--- config.mk ---
export PLATFORM = sky130hd
export DESIGN_NAME = ram_dist_dp
export DESIGN_NICKNAME = d
export VERILOG_FILES = /design/src/rtl/ram_dist_pkg.sv /design/src/rtl/ram_dist_clr_seq.sv /design/src/rtl/ram_dist_dp.sv
export SDC_FILE = /design/constraint.sdc
export NUM_CORES = 1
export LEC_CHECK = 0
export BUFFER_PORTS_ARGS = -buffer_cell sky130_fd_sc_hd__buf_4
export CAP_MARGIN = 20
export CORE_MARGIN = 1
export CORE_UTILIZATION = 50
export CTS_BUF_LIST = sky130_fd_sc_hd__clkbuf_8
export DETAILED_ROUTE_END_ITERATION = 7
export PLACE_DENSITY = 0.68
export SLEW_MARGIN = 20
export SYNTH_ARGS = -nofsm -noshare
export SYNTH_HDL_FRONTEND = slang
export SYNTH_SLANG_ARGS = --single-unit
--- constraint.sdc ---
create_clock -name WCLK -period 2.6 [get_ports WCLK]
set_input_delay 0.26 -clock WCLK [delete_from_list [all_inputs] [get_ports WCLK]]
set_output_delay 0.26 -clock WCLK [all_outputs]
set_load 0.005 [all_outputs]
--- src/rtl/ram_dist_pkg.sv ---
// Shared encodings for the distributed dual-port RAM: clear-sequencer states
// and read-during-write mode selectors.
package ram_dist_pkg;

  typedef enum logic [1:0] {
    IDLE       = 2'd0,
    CLEAR_HOLD = 2'd1,
    CLEAR      = 2'd2
  } clr_state_e;

  localparam int RDW_READ_FIRST  = 0;
  localparam int RDW_WRITE_FIRST = 1;

endpackage

--- src/rtl/ram_dist_clr_seq.sv ---
// Clear sequencer: parks at address 0 while reset is held, then walks every
// address once with a write strobe. The busy flag is registered.
module ram_dist_clr_seq
  import ram_dist_pkg::*;
#(
  parameter int  DEPTH  = 64,
  localparam int ADDR_W = $clog2(DEPTH)
) (
  input  logic              clk_i,
  input  logic              rst_i,
  output logic              clr_we_o,
  output logic [ADDR_W-1:0] clr_addr_o,
  output logic              busy_o
);

  localparam logic [ADDR_W:0] CNT_LAST = (ADDR_W + 1)'(DEPTH - 1);
  localparam logic [ADDR_W:0] CNT_ONE  = (ADDR_W + 1)'(1);

  clr_state_e        state_q = IDLE;
  logic [ADDR_W:0]   cnt_q   = '0;
  logic [ADDR_W:0]   cnt_d;
  logic              busy_q  = 1'b0;

  assign cnt_d = cnt_q + CNT_ONE;

  // The edge that releases reset already writes word 0, so the fill ends
  // DEPTH edges after the last reset edge.
  always_ff @(posedge clk_i) begin
    if (rst_i) begin
      state_q <= CLEAR_HOLD;
      cnt_q   <= '0;
      busy_q  <= 1'b1;
    end else begin
      case (state_q)
        IDLE: begin
          busy_q <= 1'b0;
        end
        CLEAR_HOLD, CLEAR: begin
          if (cnt_q == CNT_LAST) begin
            state_q <= IDLE;
            cnt_q   <= '0;
            busy_q  <= 1'b0;
          end else begin
            state_q <= CLEAR;
            cnt_q   <= cnt_d;
            busy_q  <= 1'b1;
          end
        end
        default: begin
          state_q <= IDLE;
          cnt_q   <= '0;
          busy_q  <= 1'b0;
        end
      endcase
    end
  end

  assign clr_we_o   = (state_q != IDLE) && !rst_i;
  assign clr_addr_o = cnt_q[ADDR_W-1:0];
  assign busy_o     = busy_q;

endmodule

--- src/rtl/ram_dist_dp.sv ---
// WIDTH x DEPTH dual-port LUT RAM: one read/write port, one read-only port,
// optional output registers with selectable read-during-write, hardware clear.
module ram_dist_dp
  import ram_dist_pkg::*;
#(
  parameter int               WIDTH    = 8,
  parameter int               DEPTH    = 64,
  parameter logic [WIDTH-1:0] INIT_VAL = {WIDTH{1'b0}},
  parameter int               OREG     = 0,
  parameter int               RDW_MODE = RDW_READ_FIRST,
  localparam int              ADDR_W   = $clog2(DEPTH)
) (
  input  logic              WCLK,
  input  logic              RST,
  input  logic              WE,
  input  logic [ADDR_W-1:0] A,
  input  logic [WIDTH-1:0]  D,
  input  logic [ADDR_W-1:0] DPRA,
  output logic [WIDTH-1:0]  SPO,
  output logic [WIDTH-1:0]  DPO,
  output logic              BUSY
);

  logic              clr_we;
  logic [ADDR_W-1:0] clr_addr;
  logic              busy;
  logic              usr_we;

  logic [WIDTH-1:0] mem_q [DEPTH] = '{default: INIT_VAL};

  ram_dist_clr_seq #(
    .DEPTH (DEPTH)
  ) u_clr_seq (
    .clk_i      (WCLK),
    .rst_i      (RST),
    .clr_we_o   (clr_we),
    .clr_addr_o (clr_addr),
    .busy_o     (busy)
  );

  assign usr_we = WE && !RST && !busy;
  assign BUSY   = busy;

  always_ff @(posedge WCLK) begin
    if (clr_we) begin
      mem_q[clr_addr] <= INIT_VAL;
    end else if (usr_we) begin
      mem_q[A] <= D;
    end
  end

  generate
    if (OREG == 0) begin : g_async
      assign SPO = mem_q[A];
      assign DPO = mem_q[DPRA];
    end else begin : g_oreg
      logic [WIDTH-1:0] spo_q = '0;
      logic [WIDTH-1:0] dpo_q = '0;
      logic [WIDTH-1:0] spo_d;
      logic [WIDTH-1:0] dpo_d;

      // Non-blocking array update means a plain read already yields the old word.
      always_comb begin
        spo_d = mem_q[A];
        dpo_d = mem_q[DPRA];
        if ((RDW_MODE == RDW_WRITE_FIRST) && usr_we) begin
          spo_d = D;
          if (DPRA == A) begin
            dpo_d = D;
          end
        end
      end

      always_ff @(posedge WCLK) begin
        if (RST || busy) begin
          spo_q <= '0;
          dpo_q <= '0;
        end else begin
          spo_q <= spo_d;
          dpo_q <= dpo_d;
        end
      end

      assign SPO = spo_q;
      assign DPO = dpo_q;
    end
  endgenerate

endmodule

=== Yosys cells after proc, flatten, opt, wreduce, memory -nomap -nowiden ===
Memory sizes are Yosys's and may differ from the RTL's.
Cells that the tools add are included.

* Output and inout port bits: 17
* Input bits: 23
* Memories: 1
* Register bits after elaboration: 10
* Word-level logic and storage cells: 31
* Memory bits (writable): 512

* Multiplexer cells: 14
* Equal/unequal tests: 3
* Add/subtract/negate cells: 1
* Reductions and logical operators: 9

{| class="wikitable"
|+ Memories
! memory !! words !! width !! read ports !! clocked after memory_dff !! wr ports !! RTL line !! text
|-
| mem_q || 64 || 8 || 2 || 0 || 1 || ram_dist_dp.sv:29 || <nowiki>logic [WIDTH-1:0] mem_q [DEPTH] = '{default: INIT_VAL};</nowiki>
|}

{| class="wikitable"
|+ Operators with widths
! cell !! count
|-
| case mux 7 bit (2 select lines) || 1
|-
| 2-to-1 mux 1 bit || 8
|-
| 2-to-1 mux 8 bit || 1
|-
| OR reduction 8 bit || 1
|-
| adder 7 x 1 -> 7 bit (second input constant) || 1
|-
| == test 7 x 6 -> 1 bit (second input constant) || 1
|-
| 2-to-1 mux 7 bit || 1
|-
| 2-to-1 mux 6 bit || 1
|-
| case mux 2 bit (2 select lines) || 1
|-
| logical AND 1 bit || 3
|-
| == test 2 x 1 -> 1 bit (second input constant) || 1
|-
| == test 2 bit (second input constant) || 1
|-
| zero test 1 bit || 2
|-
| zero test 2 bit || 1
|-
| 2-to-1 mux 2 bit || 1
|-
| nonzero test 2 bit || 1
|-
| OR reduction 2 bit || 1
|}

=== Longest topological paths before layout ===
* Depth in word-level cells: 8
* Depth in mapped cells: 9
* Gate-level depth less buffers: 7

=== Hierarchy ===
Synthesis repeated with hierarchy kept, for this count alone.

* Cell total of the unflattened synthesis: 1298
* Area total of the unflattened synthesis: 24878.9 sq um

{| class="wikitable"
|+ Modules (own cells, without submodules)
! module !! instances !! cells each !! sequential area each (sq um) !! area an instance (sq um)
|-
| ram_dist_dp || 1 || 1239 || 15374.7 || 24374.6
|-
| ram_dist_clr_seq || 1 || 59 || 200.2 || 504.2
|}

=== Worst setup path before layout ===
No wires, ideal clock.

* Kind: register to register
* Start point: register u_clr_seq.state_q[0]
* End point: memory mem_q[0][0], data pin
* Setup time: 0.367 ns
* Arrival time: 2.056 ns
* Stages on the path, launching flop included: 7
* Path slack: 0.177 ns
* Cell sequence: dfxtp_1 inv_1 ha_1 nor4bb_1 buf_2 clkbuf_1 and2_1

* Longest elaborated chain between the ends: 6

{| class="wikitable"
|+ RTL lines
! item !! RTL line !! text
|-
| from (decl) || ram_dist_clr_seq.sv:19 || <nowiki>clr_state_e state_q = IDLE;</nowiki>
|-
| from (signal assigned) || ram_dist_clr_seq.sv:30 || <nowiki>state_q <= CLEAR_HOLD;</nowiki>
|-
| from (signal assigned) || ram_dist_clr_seq.sv:40 || <nowiki>state_q <= IDLE;</nowiki>
|-
| from (signal assigned) || ram_dist_clr_seq.sv:44 || <nowiki>state_q <= CLEAR;</nowiki>
|-
| nonzero test 2 bit || ram_dist_clr_seq.sv:58 || <nowiki>assign clr_we_o = (state_q != IDLE) && !rst_i;</nowiki>
|-
| logical AND 1 bit || ram_dist_clr_seq.sv:58 ||
|-
| 2-to-1 mux 1 bit || ram_dist_dp.sv:45 || <nowiki>if (clr_we) begin</nowiki>
|-
| 2-to-1 mux 1 bit (not written as such) || ram_dist_dp.sv:48 || <nowiki>mem_q[A] <= D;</nowiki>
|-
| OR reduction 8 bit (no source line) || - ||
|-
| 2-to-1 mux 8 bit (no source line) || - ||
|-
| to (decl) || ram_dist_dp.sv:29 ||
|}

Every way passes these cells.

==> summary.txt <==
Synthesis
  • Post-Syn Area: ~25000 sq um
  • Syn nets: ~1400
  • Post-synthesis sequential area ratio: between 60% and 70%
  • Syn. warnings: 0
  • Post-synth EDFFs: just over 500
  • Post-synthesis mux area share: between 20% and 30%
  • Synth Area in Compound Gates: 4.82%
  • Largest family of logic cells by synthesized area: multiplexers
  • Syn_area_per_cell: around 18 sq um
  • Synth Area in XOR/XNOR: less than 1%
  • Adder-cell area share of the yosys netlist: less than 1%
  • Post-synthesis simple-gate area fraction: between 4 and 5%
  • Ys async rst share: 0%
  • Cells after Synth: 1369
  • Post-synth cell types: 64
  • #FFs+latches synth: ~520
  • Main flop type after synthesis: edfxtp_1

Layout
  • # nets final: between 1500 and 2000
  • Most common cell after layout, fill and taps aside: edfxtp_1
  • Ratio of cells with drive above 1 in the final layout: 41.1%
  • Most frequent cells in the layout: edfxtp_1 (512), mux4_2 (230), buf_4 (205)
  • Fillers: between 3000 and 4000
  • Fin util: 59.7%
  • Register area: between 15000 and 20000 sq um
  • Diodes inserted: 0
  • Synthesis-to-finish area growth: 17.4%
  • Finished Cell Area: approximately 30000 sq um
  • Footprint of the multi-input gates: roughly 9100 sq um

Clocking
  • CTS tree: yes
  • Clk sinks: 522
  • Clk buf depth: 3
  • Total clock buffers created by CTS: 83
  • H-tree Lvls: 3
  • Clock latency on the worst-skew pair: between 0.6 and 0.7 ns
  • Worst-path clk slew: approximately 0.06 ns
  • Root buffer cell: clkbuf_8

Floorplan
  • FP Rows: 81
  • Initial Util: 50.9%
  • Core area: a little under 50000 sq um
  • Die area: approximately 50000 sq um
  • Die boundary width: approximately 230 microns
  • IO Pins: 40
  • Die H: ~230 microns

Route
  • DR vias: between 15000 and 20000
  • DRC: 0
  • DR pass1 iterations: 5
  • Routed len/inst: between 20 and 30 microns
  • Antenna viol nets, final: 0
  • DRT iter0 DRCs: 1948
  • Drt via density: between 6 and 7
  • Detailed Route WL: slightly below 70000 microns

STA
  • Rel. slew slack: a little over half
  • Worst Tran Pin Value: a little under 0.7 ns
  • Final hold violations: 0
  • RSZ-0062 raised after global routing: yes
  • Min cycle time layout: between 2 and 3 ns
  • Max Slew Vio Count: 0
  • Final setup fails: 16
  • Final period util: 110%
  • Final worst slack: -0.258 ns
  • Fmax: ~350 MHz
  • Min Hold Slack: 0.214 ns
  • Skew final: ~0.024 ns

Power and ir drop
  • Leakage Power: approximately 0.0092 uW
  • Tot Pwr: about 17000 uW
  • P per Cell Area: between 500 and 600 nW/um^2
  • Maximum vdd drop: approximately 0.00031 V

Worst setup path
  • Startpoint of the worst register-to-register path: u_clr_seq.state_q[1]
  • CP bufs+invs: 2
  • Crit-path slowest cell: mux4_2
  • CP most frequent cell: buf_4
  • WP data arrival: about 2.6 ns
  • Crit. Startpoint: mem_q[46][1]
  • Worst Setup Start Kind: flip-flop
  • Critical Path RT: roughly 2.3 ns
  • CP Capture Type: primary output
  • Setup CP Type: flip-flop to primary output
  • Worst-path fanout max: 2
  • Cell Chain, Critical Path: mux4_2 -> mux2i_2 -> a211o_1 -> a31oi_1 -> buf_4 -> a31o_1 -> buf_4
  • Crit-path leading delay family: multiplexers
  • Crit path largest cell delay: approximately 0.5 ns

Global route
  • Total Routing Usage GR: 28.6%
  • Total grt overflow: 0
  • Initial antenna violation count: 1
  • First-pass GRT wire length: slightly above 100000 microns
  • Vias in the first global route: between 15000 and 20000
  • Largest net degree at the start of global routing: 65

Place
  • Hpwl dp: 47000 microns
  • PortBufs: 39
  • Pre-CTS setup slack: -0.116 ns
  • Routability congestion estimate: between 0.9 and 1
  • Placed standard-cell area: approximately 27000 sq um

Outcome
  • Status: finished, violations left
  • Failing checks: negative setup slack

Min path
  • Worst Hold Class: input pin to flip-flop
  • Hold Startpoint: D[2]

Flow run
  • Max-capacitance violation count: 0
-- kinds of logic after synthesis --
logic type	after synthesis
DFF	522
muxes	327
and+or+nand+nor	243
AOI/OAI and AO/OA	163
buffers and inverters	108
xor gates and xnor gates	4
adders and majority gates	2
-- synth_stat cells (all sizes together), types with 3 or more instances --
library cell  number  area, sq um
a211o              6         52.6
a211oi             8         65.1
a21o               3         22.5
a21oi             20          104
a221oi             7         67.6
a22o               3         26.3
a22oi             20          150
a31o               6         52.6
a31oi              6         37.5
a32o               7         71.3
a32oi              5         43.8
and2              12         75.1
and3               4         25.0
buf               71          561
clkbuf            32          120
dfxtp             10          200
edfxtp           512        15400
inv                4         15.0
mux2              16          180
mux2i             77          771
mux4             234         5300
nand2             60          235
nand2b             7         43.8
nand3             13         65.1
nand3b             4         30.0
nor2              92          348
nor2b             15         93.8
nor3              14         75.1
o211ai             7         52.6
o21ai             27          135
o221ai             6         52.6
o22a               4         35.0
o22ai             17          106
o31ai              5         37.5
o32ai              4         35.0
or2                5         31.3
or3b               6         52.6
xor2               3         26.3
-- power by group --
part	internal, uW	switching [uW]
logic	737	902
registers	9180	28.9
clock network	3180	3170
total	13100	4110
-- sequential cells by signal (all words and copies together), names as in the netlist --
register           count
mem_q                512
u_clr_seq.busy_o       1
u_clr_seq.cnt_q        7
u_clr_seq.state_q      2
-- worst reg2reg max path, stage by stage, from the launching register on --
cell      delay (ns)
dfxtp_1         0.30
inv_1           0.07
ha_1            0.28
nor4bb_4        0.35
buf_4           0.23
nand3_1         0.09
o21ai_0         0.20
nand2_2         0.25
nor2_1          0.29
buf_4           0.21
-- routing by layer --
layer | global-route usage, % | wire length, microns | vias to the layer above
li1 | - | - | 6230
met1 | 39.7 | 27000 | 7849
met2 | 44.4 | 32800 | 829
met3 | 5.96 | 6910 | 159
met4 | 12.2 | 2820 | 2
met5 | 0 | 9 | -
-- repair_timing --
action / in CTS / in global routing
cloned: 0 / 0
buffers inserted: 2 / 4
endpoints found under the hold margin: 5 / 0
pin swaps: 35 / 20
hold buffers: 1 / 0
endpoints found under the setup margin: 16 / 345
gates resized for setup: 69 / 26
-- stage by stage --
step,std cells,setup TNS [ns]
CTS,2320,-3.57
global route,2324,-3.94
finish,2324,-2.99
global placement,2175,-0.718
detailed placement,2175,-0.884
floorplan,1369,0
-- final cells by class --
| class | instances | area share, % |
|---|---|---|
| Sequential cell | 522 | 53.2 |
| Multi-Input combinational cell | 739 | 31.0 |
| Timing Repair Buffer | 249 | 7.95 |
| Clock buffer | 87 | 4.09 |
| Tap cell | 664 | 2.84 |
| Clock inverter | 58 | 0.893 |
| Inverter | 5 | 0.0641 |
-- final timing paths --
kind                                            to  slack [ns]  depth (start not counted)
worst max-delay path                        SPO[1]       -0.26                          7
worst min-delay path                  mem_q[35][2]        0.21                          2
worst max register to register        mem_q[46][0]        0.07                          9
worst min register to register  u_clr_seq.cnt_q[6]        0.46                          2
(Power assumes the default switching activity.)
